--- src/rtl/wb_uart_rx.sv ---
// DL11-style serial receiver on a Wishbone slave port: RCSR (DONE/IE) and RBUF (ERR/OR/FE/data).
// 8N1 input is sampled on a 16x oversample tick; irq is a registered DONE & IE.
module wb_uart_rx #(
    parameter int CLK_HZ = 50000000,
    parameter int BAUD   = 115200,
    parameter int DIV    = CLK_HZ / (16 * BAUD)
) (
    input  logic        wb_clk_i,
    input  logic        wb_rst_n,
    input  logic        wb_cyc_i,
    input  logic        wb_stb_i,
    input  logic        wb_we_i,
    input  logic        wb_adr_i,
    input  logic [1:0]  wb_sel_i,
    input  logic [15:0] wb_dat_i,
    output logic [15:0] wb_dat_o,
    output logic        wb_ack_o,
    input  logic        rxd,
    output logic        irq
);

    localparam int TW = (DIV > 1) ? $clog2(DIV) : 1;
    localparam logic [TW-1:0] TRELOAD = TW'(DIV - 1);
    localparam logic [TW-1:0] TONE    = TW'(1);

    localparam logic [2:0] S_IDLE  = 3'd0;
    localparam logic [2:0] S_START = 3'd1;
    localparam logic [2:0] S_DATA  = 3'd2;
    localparam logic [2:0] S_STOP  = 3'd3;
    localparam logic [2:0] S_BREAK = 3'd4;

    logic          r_sync1, r_sync2;
    logic [TW-1:0] r_tcnt;
    logic [3:0]    r_sc;
    logic [2:0]    r_bcnt;
    logic [2:0]    r_state;
    logic [7:0]    r_shift;
    logic [7:0]    r_data;
    logic          r_fe, r_or, r_done, r_ie;
    logic          r_ack, r_irq;
    logic [15:0]   r_dat;

    logic          w_rx_s, w_tick, w_mid, w_end, w_load, w_start;
    logic          w_req, w_rbuf_read, w_ie_wr;
    logic [15:0]   w_rd_val;
    logic          w_unused;

    assign w_rx_s  = r_sync2;
    assign w_tick  = (r_tcnt == '0);
    assign w_mid   = w_tick && (r_sc == 4'd6);
    assign w_end   = w_tick && (r_sc == 4'd14);
    assign w_start = (r_state == S_IDLE) && !w_rx_s;
    assign w_load  = (r_state == S_STOP) && w_end;

    assign w_req       = wb_cyc_i & wb_stb_i & ~r_ack;
    assign w_rbuf_read = w_req & ~wb_we_i & wb_adr_i;
    assign w_ie_wr     = w_req & wb_we_i & ~wb_adr_i & wb_sel_i[0];
    assign w_rd_val    = wb_adr_i ? {r_or | r_fe, r_or, r_fe, 5'b0, r_data}
                                  : {8'b0, r_done, r_ie, 6'b0};
    assign w_unused    = ^{wb_sel_i[1], wb_dat_i[15:7], wb_dat_i[5:0]};

    assign wb_dat_o = r_dat;
    assign wb_ack_o = r_ack;
    assign irq      = r_irq;

    always_ff @(posedge wb_clk_i or negedge wb_rst_n) begin
        if (!wb_rst_n) begin
            r_sync1 <= 1'b1;
            r_sync2 <= 1'b1;
        end else begin
            r_sync1 <= rxd;
            r_sync2 <= r_sync1;
        end
    end

    // Free-running tick, re-phased on each start edge so sampling tracks the frame.
    always_ff @(posedge wb_clk_i or negedge wb_rst_n) begin
        if (!wb_rst_n)
            r_tcnt <= '0;
        else if (w_start || w_tick)
            r_tcnt <= TRELOAD;
        else
            r_tcnt <= r_tcnt - TONE;
    end

    always_ff @(posedge wb_clk_i or negedge wb_rst_n) begin
        if (!wb_rst_n) begin
            r_state <= S_IDLE;
            r_sc    <= 4'd0;
            r_bcnt  <= 3'd0;
            r_shift <= 8'd0;
        end else begin
            if (w_tick)
                r_sc <= r_sc + 4'd1;
            case (r_state)
                S_IDLE: begin
                    if (!w_rx_s) begin
                        r_state <= S_START;
                        r_sc    <= 4'd0;
                    end
                end
                S_START: begin
                    if (w_mid) begin
                        if (!w_rx_s) begin
                            r_state <= S_DATA;
                            r_sc    <= 4'd0;
                            r_bcnt  <= 3'd0;
                        end else begin
                            r_state <= S_IDLE;
                        end
                    end
                end
                S_DATA: begin
                    if (w_end) begin
                        r_shift <= {w_rx_s, r_shift[7:1]};
                        r_bcnt  <= r_bcnt + 3'd1;
                        if (r_bcnt == 3'd7)
                            r_state <= S_STOP;
                    end
                end
                S_STOP: begin
                    if (w_end)
                        r_state <= w_rx_s ? S_IDLE : S_BREAK;
                end
                S_BREAK: begin
                    if (w_rx_s)
                        r_state <= S_IDLE;
                end
                default: r_state <= S_IDLE;
            endcase
        end
    end

    // A load on the same clock as an RBUF read wins: DONE stays set, no overrun.
    always_ff @(posedge wb_clk_i or negedge wb_rst_n) begin
        if (!wb_rst_n) begin
            r_data <= 8'd0;
            r_fe   <= 1'b0;
            r_or   <= 1'b0;
            r_done <= 1'b0;
        end else if (w_load) begin
            r_data <= r_shift;
            r_fe   <= ~w_rx_s;
            r_or   <= r_done & ~w_rbuf_read;
            r_done <= 1'b1;
        end else if (w_rbuf_read) begin
            r_done <= 1'b0;
        end
    end

    always_ff @(posedge wb_clk_i or negedge wb_rst_n) begin
        if (!wb_rst_n) begin
            r_ack <= 1'b0;
            r_dat <= 16'd0;
            r_ie  <= 1'b0;
            r_irq <= 1'b0;
        end else begin
            r_ack <= w_req;
            r_irq <= r_done & r_ie;
            if (w_req)
                r_dat <= w_rd_val;
            if (w_ie_wr)
                r_ie <= wb_dat_i[6];
        end
    end

endmodule

--- config.mk ---
export PLATFORM = sky130hd
export DESIGN_NAME = wb_uart_rx
export DESIGN_NICKNAME = d
export VERILOG_FILES = /design/src/rtl/wb_uart_rx.sv
export SDC_FILE = /design/constraint.sdc
export NUM_CORES = 1
export LEC_CHECK = 0
export ABC_CLOCK_PERIOD_IN_PS = 5400
export BUFFER_PORTS_ARGS = -buffer_cell sky130_fd_sc_hd__buf_2
export CORE_MARGIN = 5
export CORE_UTILIZATION = 47
export DETAILED_ROUTE_END_ITERATION = 8
export GPL_TIMING_DRIVEN = 0
export PLACE_DENSITY = 0.76
export SYNTH_ARGS = -nofsm -noshare
export SYNTH_HDL_FRONTEND = slang
export SYNTH_SLANG_ARGS = --single-unit
export TNS_END_PERCENT = 50
--- constraint.sdc ---
create_clock -name wb_clk_i -period 5.4 [get_ports wb_clk_i]
set_clock_uncertainty 0.2 [all_clocks]
set_input_delay 1.08 -clock wb_clk_i [delete_from_list [all_inputs] [get_ports wb_clk_i]]
set_output_delay 1.08 -clock wb_clk_i [all_outputs]
set_load 0.1 [all_outputs]
==> results of run 1 <==
==> area by class of cell <==
cell class | instances | area, um2
sequential | 50 | 1250
tap | 52 | 65.1
timing repair buffer | 21 | 105
buffer | 10 | 57.6
fill | 395 | 1950
inverter | 9 | 33.8
clock buffer | 7 | 96.3
clock inverter | 1 | 8.76
multi-input combinational | 143 | 870
==> report_power, final <==
part	switching, W	total [W]	internal (W)
clock network	0.000119	0.000237	0.000117
logic	0.0000759	0.0000900	0.0000141
registers	0.00000474	0.000388	0.000384
==> layer usage <==
layer / part of all wire [%] / vias to the layer above / global-route usage (%)
met5: 0 / - / 0
met4: 1.6 / 0 / 5.24
met3: 5.1 / 6 / 3.43
met2: 48 / 33 / 22.9
met1: 45 / 683 / 15.3
li1: - / 758 / -
==> cells in the mapped netlist (4+ instances only) <==
master and instances:
nand2_1 59, o21ai_0 16, a21oi_1 4, inv_1 9, nor2_1 6, ha_1 5, clkbuf_1 4, nor3_1 8
mux2_2 10, buf_4 5, dfrtp_1 48, mux2i_1 4
==> state kept, by name, indices dropped and copies added, names as in the netlist <==
register  count
r_data        8
r_fe          1
r_or          1
r_done        1
wb_dat_o     11
r_bcnt        3
r_shift       8
r_state       3
r_sync2       1
irq           1
r_tcnt        5
wb_ack_o      1
r_sync1       1
r_sc          4
r_ie          1
==> worst reg2reg max path: stages, from the launching register on <==
cell and delay, ps:
dfrtp_1 400, inv_1 60, ha_1 230, nor4b_4 540, nand3_4 180, nor4_4 540
mux2_2 400
==> stage by stage <==
step                instance area (um2)  utilization, %  hold WS [ps]
finish                             2490            56.0           161
global placement                   2380            53.7           146
detailed placement                 2380            53.7           149
global route                       2490            56.0           170
floorplan                          2210               -           145
CTS                                2490            56.0           163
==> final timing paths <==
| check | slack [ps] | end | startpoint | cells after the start |
|---|---|---|---|---|
| setup / recovery | 2730 | r_shift[0]$_DFFE_PN0P_ | r_tcnt[0]$_DFF_PN0_ | 6 |
| hold / removal | 160 | r_sync2$_DFF_PN1_ | r_sync1$_DFF_PN1_ | 0 |
| setup reg to reg | 2730 | r_shift[0]$_DFFE_PN0P_ | r_tcnt[0]$_DFF_PN0_ | 6 |
| hold reg to reg | 160 | r_sync2$_DFF_PN1_ | r_sync1$_DFF_PN1_ | 0 |
| max in group asynchronous | 3580 | r_tcnt[1]$_DFF_PN0_ | wb_rst_n | 1 |
| min in group asynchronous | 760 | wb_dat_o[14]$_DFFE_PN0N_ | wb_rst_n | 1 |
==> kinds of logic (layout without fill, tap and decap cells) <==
| logic type | count (synthesis) | after routing |
|---|---|---|
| other cells | 1 | 5 |
| flops | 50 | 50 |
| xor+xnor | 2 | 2 |
| simple gates | 87 | 87 |
| mux | 14 | 14 |
| fa+ha+maj | 5 | 5 |
| buf+inv | 19 | 48 |
| compound gates | 30 | 30 |
==> flow_metrics.tcl, run 1 <==
set metrics [dict create \
    ant_nets 0 \
    power_leakage_nw 1.27 \
    hold_viol_final 0 \
    clk_pin_slew_ps 90 \
    dr.first_iter.drc_count 58 \
    critPathMaxFanout 10 \
    port_buffers 21 \
    hold_buffers 0 \
    num_rows 24 \
    arrival_ps 2650 \
    muxShareOfSynthArea_pct 6.94 \
    worstMarginPinSlew_ps 1060 \
    yosysUniqueCellTypes 38 \
    cp-start-kind "register" \
    final_common_cell "nand2_1" \
    vdd.ir_drop.worst_mv 0.104 \
    via_count 1480 \
    finalCritPeriodShare_pct 49.5 \
    power.density_nw_per_um2 287 \
    ys.flop_type "dfrtp_1" \
    cts_tree "done" \
    wire_per_inst_um 12.5 \
    wirelength_um 3680 \
    clock_latency_ps 300 \
    io_pins 43 \
    synthAdderAreaFrac_pct 2.84 \
    yosys.area.top_type "dfrtp_1" \
    endpoint_kind "register" \
    final_layout_size_suffix_gt1_share_pct 22.4 \
    synth_top_family_by_area "simple AND/OR/NAND/NOR gates" \
    num_antenna_cells 0 \
    syn_area_um2 2200 \
    ys_top_cells_by_area "dfrtp_1, nand2_1, mux2_2" \
    postCtsSetupRepairBufs 0 \
    total_power_w 0.000715 \
    via_per_inst 5.05 \
    stdcell_count 293 \
    rsz0062_at_grt "no" \
    synth_edf_count 0 \
    ys_seq_area_share_pct 57.0 \
    cts_buffers 5 \
    hp-class "reg -> reg" \
    netlist_instances 208 \
    final_cell_mix "nand2_1, dfrtp_1, buf_2, o21ai_0, mux2_2" \
    synth_xor_area_share_pct 0.796 \
    yosys.area_share.simple_pct 19.9 \
    fin_tns_setup_ps 0 \
    grt.total_usage_pct 13.1 \
    required_ps 5380 \
    start_util_pct 49.5 \
    layout_min_cycle_time_ps 2670 \
    path_class "reg -> reg" \
    overflow 0 \
    crit_slowest_cell "nor4b_4" \
    htreeDepth 2 \
    clock-sinks 50 \
    routabilityCongestion 0.733 \
    fmax_ghz 0.374 \
    cp_cell_sequence "inv_1 > ha_1 > nor4b_4 > nand3_4 > nor4_4 > mux2_2" \
    setup_violations 0 \
    final_nets 270 \
    async_flop_share_pct 100 \
    synth.avg_cell_area_um2 10.6 \
    dpl.hpwl_um 2690 \
    cp_slowest_stage_delay_ps 540 \
    critPathTopFamily "simple AND/OR/NAND/NOR gates" \
    dp.cells 285 \
    fin_ws_ps 2730 \
    synth_top_area_share_pct 54.6 \
    die_w_um 78.4 \
    drc 0 \
    area_growth_pct 13.2 \
    run_status "finished, final reports clean" \
    grt_max_degree 51 \
    grt_pass1_vias 1497 \
    core_area_um2 4440 \
    dp_slack_ps 2740 \
    path_buf_inv 1 \
    grt_pass1_wl_um 6450 \
    clockBufferDepth 2 \
    die_y_um 78.4 \
    synth-seq-cells 50 \
    relSlewSlack_pct 29.4 \
    yosys_warnings 0 \
    post_cts_resized 0 \
    drv_slew 0 \
    antenna_found_initial 0 \
    dieArea_um2 6150 \
    drt_first_pass_iters 4 \
    maxCapViolCount 0 \
    synth_compound_area_share_pct 8.19 \
    clockRootBuffer "clkbuf_8" \
]
Note: power is estimated with default switching activity, not from simulation.
==> run 2: changes to the inputs <==
Settings changed: ABC_CLOCK_PERIOD_IN_PS 5400 to 2290, PLACE_DENSITY 0.76 to 0.78.
Clock period 5.4 ns to 2.29 ns, I/O delays scaled along.
==> run 2 against run 1 <==
  * The run now ends with negative setup slack left
  * Wire length up 6.4%
  * Register-to-register slack worse by 2700 ps
  * Design area grew 4.2%
  * Critical path depth is 1 higher
  * Via count grew 5.4%
  * Critical endpoint is now r_data[1]$_DFFE_PN0P_
  * Largest power group unchanged
==> flow_metrics.tcl, run 2 (synthesis gave the netlist of run 1 again) <==
set metrics [dict create \
    routabilityCongestion 0.804 \
    drv_slew 0 \
    grt_pass1_vias 1558 \
    clock_latency_ps 300 \
    clockBufferDepth 2 \
    die_y_um 78.4 \
    final_common_cell "nand2_1" \
    fmax_ghz 0.435 \
    layout_min_cycle_time_ps 2300 \
    hold_buffers 0 \
    setup_violations 1 \
    port_buffers 21 \
    fin_ws_ps -8.19 \
    crit_slowest_cell "or4_4" \
    stdcell_count 299 \
    core_area_um2 4440 \
    cpMostUsedCell "nand2_1" \
    arrival_ps 2300 \
    final_layout_size_suffix_gt1_share_pct 27.1 \
    run_status "complete, but fails checks" \
    cp_cell_sequence "inv_2 > ha_4 > or4b_4 > or4_4 > buf_6 > nand2_1 > nand2_1" \
    maxCapViolCount 0 \
    groute.layer.met1.usage_pct 15.3 \
    finalCritPeriodShare_pct 100 \
    startpoint "r_tcnt[0]$_DFF_PN0_" \
    drt_first_pass_iters 4 \
    hp-class "in -> reg" \
    via_per_inst 5.22 \
    critPathTopFamily "simple AND/OR/NAND/NOR gates" \
    use_met2_pct 24.1 \
    num_antenna_cells 0 \
    grt.total_usage_pct 13.4 \
    die_w_um 78.4 \
    drc 0 \
    met3_usage_pct 3.55 \
    dr.first_iter.drc_count 75 \
    largest_register_ffs 11 \
    overflow 0 \
    power.density_nw_per_um2 675 \
    power_leakage_nw 1.33 \
    cp_slowest_stage_delay_ps 580 \
    hold_start "rxd" \
    dpl.hpwl_um 2620 \
    via_count 1560 \
    htreeDepth 2 \
    path_class "reg -> reg" \
    grt_pass1_wl_um 6690 \
    path_buf_inv 2 \
    critPathMaxFanout 5 \
    io_pins 43 \
    fin_hold_ws_ps 49.5 \
    hold_viol_final 0 \
    final_nets 276 \
    final_core_util_pct 58.4 \
    area_growth_pct 17.9 \
    wirelength_um 3910 \
    relSlewSlack_pct 27.9 \
    antenna_found_initial 0 \
    grt_max_degree 51 \
    busiest_layer "met2" \
    worstMarginPinSlew_ps 1080 \
    cp-start-kind "register" \
    design_area_um2 2590 \
    rsz0062_at_grt "yes" \
    dpl_cell_area_um2 2380 \
    vdd.ir_drop.worst_mv 0.282 \
    num_rows 24 \
    ant_nets 0 \
    dp_slack_ps -405 \
    cts_buffers 5 \
    final_cell_mix "nand2_1, dfrtp_1, buf_2, o21ai_0, mux2_2" \
    wire_per_inst_um 13.1 \
    r2r_start "r_tcnt[0]$_DFF_PN0_" \
    start_util_pct 49.5 \
    clockRootBuffer "clkbuf_8" \
    endpoint_kind "register" \
    dp.cells 285 \
    cts_tree "done" \
    dieArea_um2 6150 \
    clk_pin_slew_ps 90 \
    clock-sinks 50 \
    violations "negative setup slack" \
    required_ps 2290 \
]
==> run 2: cell count changes in the layout (fill, tap and decap cells not counted), sizes merged <==
cell    before  now
clkbuf      11    9
inv          9   10
buf         27   33
bufinv       0    1
==> run 2: worst reg2reg max path, cell delays in order (launching register included) <==
cell and delay [ps]:
dfrtp_1 410, inv_2 80, ha_4 140, or4b_4 500, or4_4 580, buf_6 160
nand2_1 70, nand2_1 60
==> run 2: worst paths after layout <==
path / end / slack [ps] / depth (start not counted)
min reg2reg: r_sync2$_DFF_PN1_ / 160 / 0
max reg2reg: r_data[1]$_DFFE_PN0P_ / -8 / 7
max: r_data[1]$_DFFE_PN0P_ / -8 / 7
min in group asynchronous: wb_dat_o[7]$_DFFE_PN0N_ / 150 / 1
min: r_sync1$_DFF_PN1_ / 50 / 1
max in group asynchronous: r_bcnt[1]$_DFFE_PN0P_ / 1080 / 1
==> run 2: power breakdown <==
part,switching [W],internal [W],leakage (nW)
registers,0.0000122,0.000905,0.659
clock network,0.000295,0.000328,0.0585
logic,0.000179,0.0000333,0.611
==> run 2: per-layer routing <==
metal | share of wire [%] | routed length, um
met3 | 4.4 | 172
met5 | 0 | 0
met2 | 50 | 1950
met1 | 44 | 1730
met4 | 1.6 | 61
==> run 2: what timing repair did <==
action,CTS,global route
gates resized for setup,6,9
pin swaps,2,7
endpoints found under the setup margin,23,20
cloned,0,1
setup buffers,4,1
==> run 2: stage by stage <==
step,power [W],setup TNS [ps]
3_3_place_gp,0.00115,-3750
5_1_grt,0.00183,-407
3_5_place_dp,0.00115,-5030
6_report,0.00175,-8.19
4_1_cts,0.00177,0
2_1_floorplan,0.00110,-670
==> run 2: cell type report <==
type | count | area (um2)
Timing Repair Buffer | 27 | 158
Clock buffer | 5 | 68.8
Fill cell | 389 | 1850
Multi-Input combinational cell | 143 | 907
Sequential cell | 50 | 1250
Buffer | 10 | 63.8
Tap cell | 52 | 65.1
Inverter | 9 | 33.8
Clock inverter | 3 | 43.8
==> run 3: changes to the inputs <==
Settings changed: ABC_AREA set to 1, SKIP_LAST_GASP set to 1.
==> run 3 against run 2 <==
  * The run now ends clean
  * Via count rose by 7.8%
  * Power decreased by 1.4%
  * Non-clock buffer count shrank 6
  * Wire length up 0.79%
  * Clock-buffer cell count is the same
  * Critical path depth rose by 2
  * First-iteration DRC count is 4.0% lower
  * Design area unchanged
  * Final cell count is 17% higher
  * Synthesized cell count increased by 21%
  * Die area up 3.2%
  * Register-to-register slack gained 420 ps
==> flow_metrics.tcl, run 3 <==
set metrics [dict create \
    run_status "finished, final reports clean" \
    ys.flop_type "dfrtp_1" \
    overflow 0 \
    clock_latency_ps 290 \
    dpl.hpwl_um 2870 \
    wirelength_um 3940 \
    r2r_start "r_tcnt[0]$_DFF_PN0_" \
    async_flop_share_pct 100 \
    port_buffers 21 \
    finalCritPeriodShare_pct 81.9 \
    synth_top_family_by_area "simple AND/OR/NAND/NOR gates" \
    die_y_um 79.7 \
    num_antenna_cells 0 \
    hold_end "r_sync1$_DFF_PN1_" \
    whs_path_depth 1 \
    r2r_end "r_bcnt[2]$_DFFE_PN0P_" \
    layout_min_cycle_time_ps 1880 \
    htreeDepth 2 \
    clock-sinks 50 \
    synth_compound_area_share_pct 11.2 \
    cp-start-kind "register" \
    critPathMaxFanout 8 \
    synthAdderAreaFrac_pct 2.74 \
    grt.total_usage_pct 13.8 \
    cts_buffers 5 \
    area_growth_pct 13.7 \
    post_cts_resized 0 \
    grt_pass1_vias 1640 \
    synth_edf_count 0 \
    netlist_instances 251 \
    antenna_found_initial 0 \
    drt_first_pass_iters 4 \
    nFillCells 421 \
    yosys_warnings 0 \
    ys_top_cells_by_area "dfrtp_1, nand2_1, o21ai_0" \
    largest_register_ffs 11 \
    crit_slowest_cell "dfrtp_1" \
    fin_ws_ps 414 \
    maxCapViolCount 0 \
    final_layout_size_suffix_gt1_share_pct 21.5 \
    yosys.area_share.simple_pct 21.3 \
    power_leakage_nw 1.35 \
    arrival_ps 1870 \
    grt_max_degree 51 \
    rsz0062_at_grt "no" \
    synth.avg_cell_area_um2 9.09 \
    synth_xor_area_share_pct 1.54 \
    clk_pin_slew_ps 90 \
    final_cell_mix "nand2_1, dfrtp_1, inv_1, o21ai_0, buf_2" \
    syn_area_um2 2280 \
    dr.first_iter.drc_count 72 \
    drc 0 \
    cp_cell_sequence "inv_1 > ha_1 > nand3_4 > inv_2 > nand4_1 > nand2_1 > nand2_1 > nand2_1 > nand2_1" \
    final_nets 313 \
    muxShareOfSynthArea_pct 0.494 \
    hp-class "in -> reg" \
    io_pins 43 \
    critPathTopFamily "simple AND/OR/NAND/NOR gates" \
    hold_start "rxd" \
    yosys.area.top_type "dfrtp_1" \
    cts_tree "done" \
    reg2regPathDepth 9 \
    yosysUniqueCellTypes 29 \
    hold_buffers 0 \
    drv_slew 0 \
    postCtsSetupRepairBufs 0 \
    cp_slowest_stage_delay_ps 380 \
    core_area_um2 4720 \
    wire_per_inst_um 11.2 \
    fin_tns_setup_ps 0 \
    via_count 1682 \
    routabilityCongestion 0.764 \
    endpoint_kind "register" \
    fmax_ghz 0.533 \
    grt_pass1_wl_um 7000 \
    start_util_pct 48.3 \
    num_rows 25 \
    setup_violations 0 \
    vdd.ir_drop.worst_mv 0.375 \
    seq_area_um2 1250 \
    via_per_inst 4.79 \
    cpMostUsedCell "nand2_1" \
    die_w_um 79.7 \
    dieArea_um2 6350 \
    power.density_nw_per_um2 666 \
    final_common_cell "nand2_1" \
    path_buf_inv 2 \
    synth-seq-cells 50 \
    fin_hold_ws_ps 51.8 \
    required_ps 2280 \
    synth_commonest_cells "nand2_1, dfrtp_1, inv_1, o21ai_0, nand3_1" \
    dp_slack_ps 433 \
    r2r_setup_slack_ps 410 \
    yosysMostFrequentCell "nand2_1" \
    ant_nets 0 \
    hold_viol_final 0 \
    clockRootBuffer "clkbuf_8" \
    path_class "reg -> reg" \
    ys_seq_area_share_pct 55.0 \
    synth_top_area_share_pct 52.7 \
    relSlewSlack_pct 28.1 \
    worstMarginPinSlew_ps 1080 \
    multi_input_area_um2 871 \
    clockBufferDepth 2 \
]
## run 3: cell count changes after synthesis, moves of 4 or more
cell     delta
mux2_2      -9
xor2_1      +4
inv_2       +5
inv_1      +14
o21ai_2     +7
nor3_1      -8
mux2i_1     -4
nand2_1    +11
o21ai_0     +7
nand3_1    +13
o21ai_1     +4
## run 3: cell type report
type,instances,share of cell area [%]
tap,67,3.23
clock inverter,3,1.54
inverter,28,4.05
timing repair buffer,21,4.05
clock buffer,5,2.65
sequential,50,48.3
multi-input combinational,167,33.6
buffer,10,2.56
## run 3: cells by family after synthesis
family / count (synthesis)
muxes: 1
other: 1
xor gates and xnor gates: 4
adders and majority gates: 5
buffers and inverters: 38
and+or+nand+nor: 108
AOI/OAI and AO/OA: 44
DFF: 50
## run 3: layer usage
metal	routed length, um	global-route usage, %
met5	0	0
met4	27	4.12
met3	215	3.39
met2	1820	23.6
met1	1880	17.3
## run 3: through the flow
stage               area [um2]  util [%]  total power (W)  std cells
floorplan                 2300         -          0.00110        255
global placement          2480      52.6          0.00115        343
detailed placement        2480      52.6          0.00115        343
CTS                       2590      54.9          0.00174        351
global route              2590      54.9          0.00179        351
finish                    2590      54.9          0.00173        351
## run 3: how the worst max path moves through the flow
| stage | startpoint | end | slack (ps) | depth (start not counted) |
|---|---|---|---|---|
| after detailed placement | r_tcnt[0]$_DFF_PN0_ | r_bcnt[0]$_DFFE_PN0P_ | 430 | 9 |
| after global placement | r_tcnt[0]$_DFF_PN0_ | r_bcnt[1]$_DFFE_PN0P_ | 480 | 9 |
| after global routing | r_tcnt[0]$_DFF_PN0_ | r_bcnt[2]$_DFFE_PN0P_ | 250 | 9 |
| after floorplan | wb_ack_o$_DFF_PN0_ | r_ie$_DFFE_PN0P_ | 250 | 4 |
| final | r_tcnt[0]$_DFF_PN0_ | r_bcnt[2]$_DFFE_PN0P_ | 410 | 9 |
| after CTS | r_tcnt[0]$_DFF_PN0_ | r_bcnt[0]$_DFFE_PN0P_ | 420 | 9 |
## run 3: worst reg2reg max path, stage by stage (launching register included)
cell and delay (ps):
dfrtp_1 380, inv_1 80, ha_1 230, nand3_4 150
inv_2 140, nand4_1 90, nand2_1 230, nand2_1 150
nand2_1 80, nand2_1 50
## run 3: where the power goes
part	switching [W]	internal [W]	total, W	leakage, nW
combinational	0.000184	0.0000331	0.000217	0.641
sequential	0.0000111	0.000905	0.000916	0.656
clock	0.000272	0.000321	0.000593	0.0579
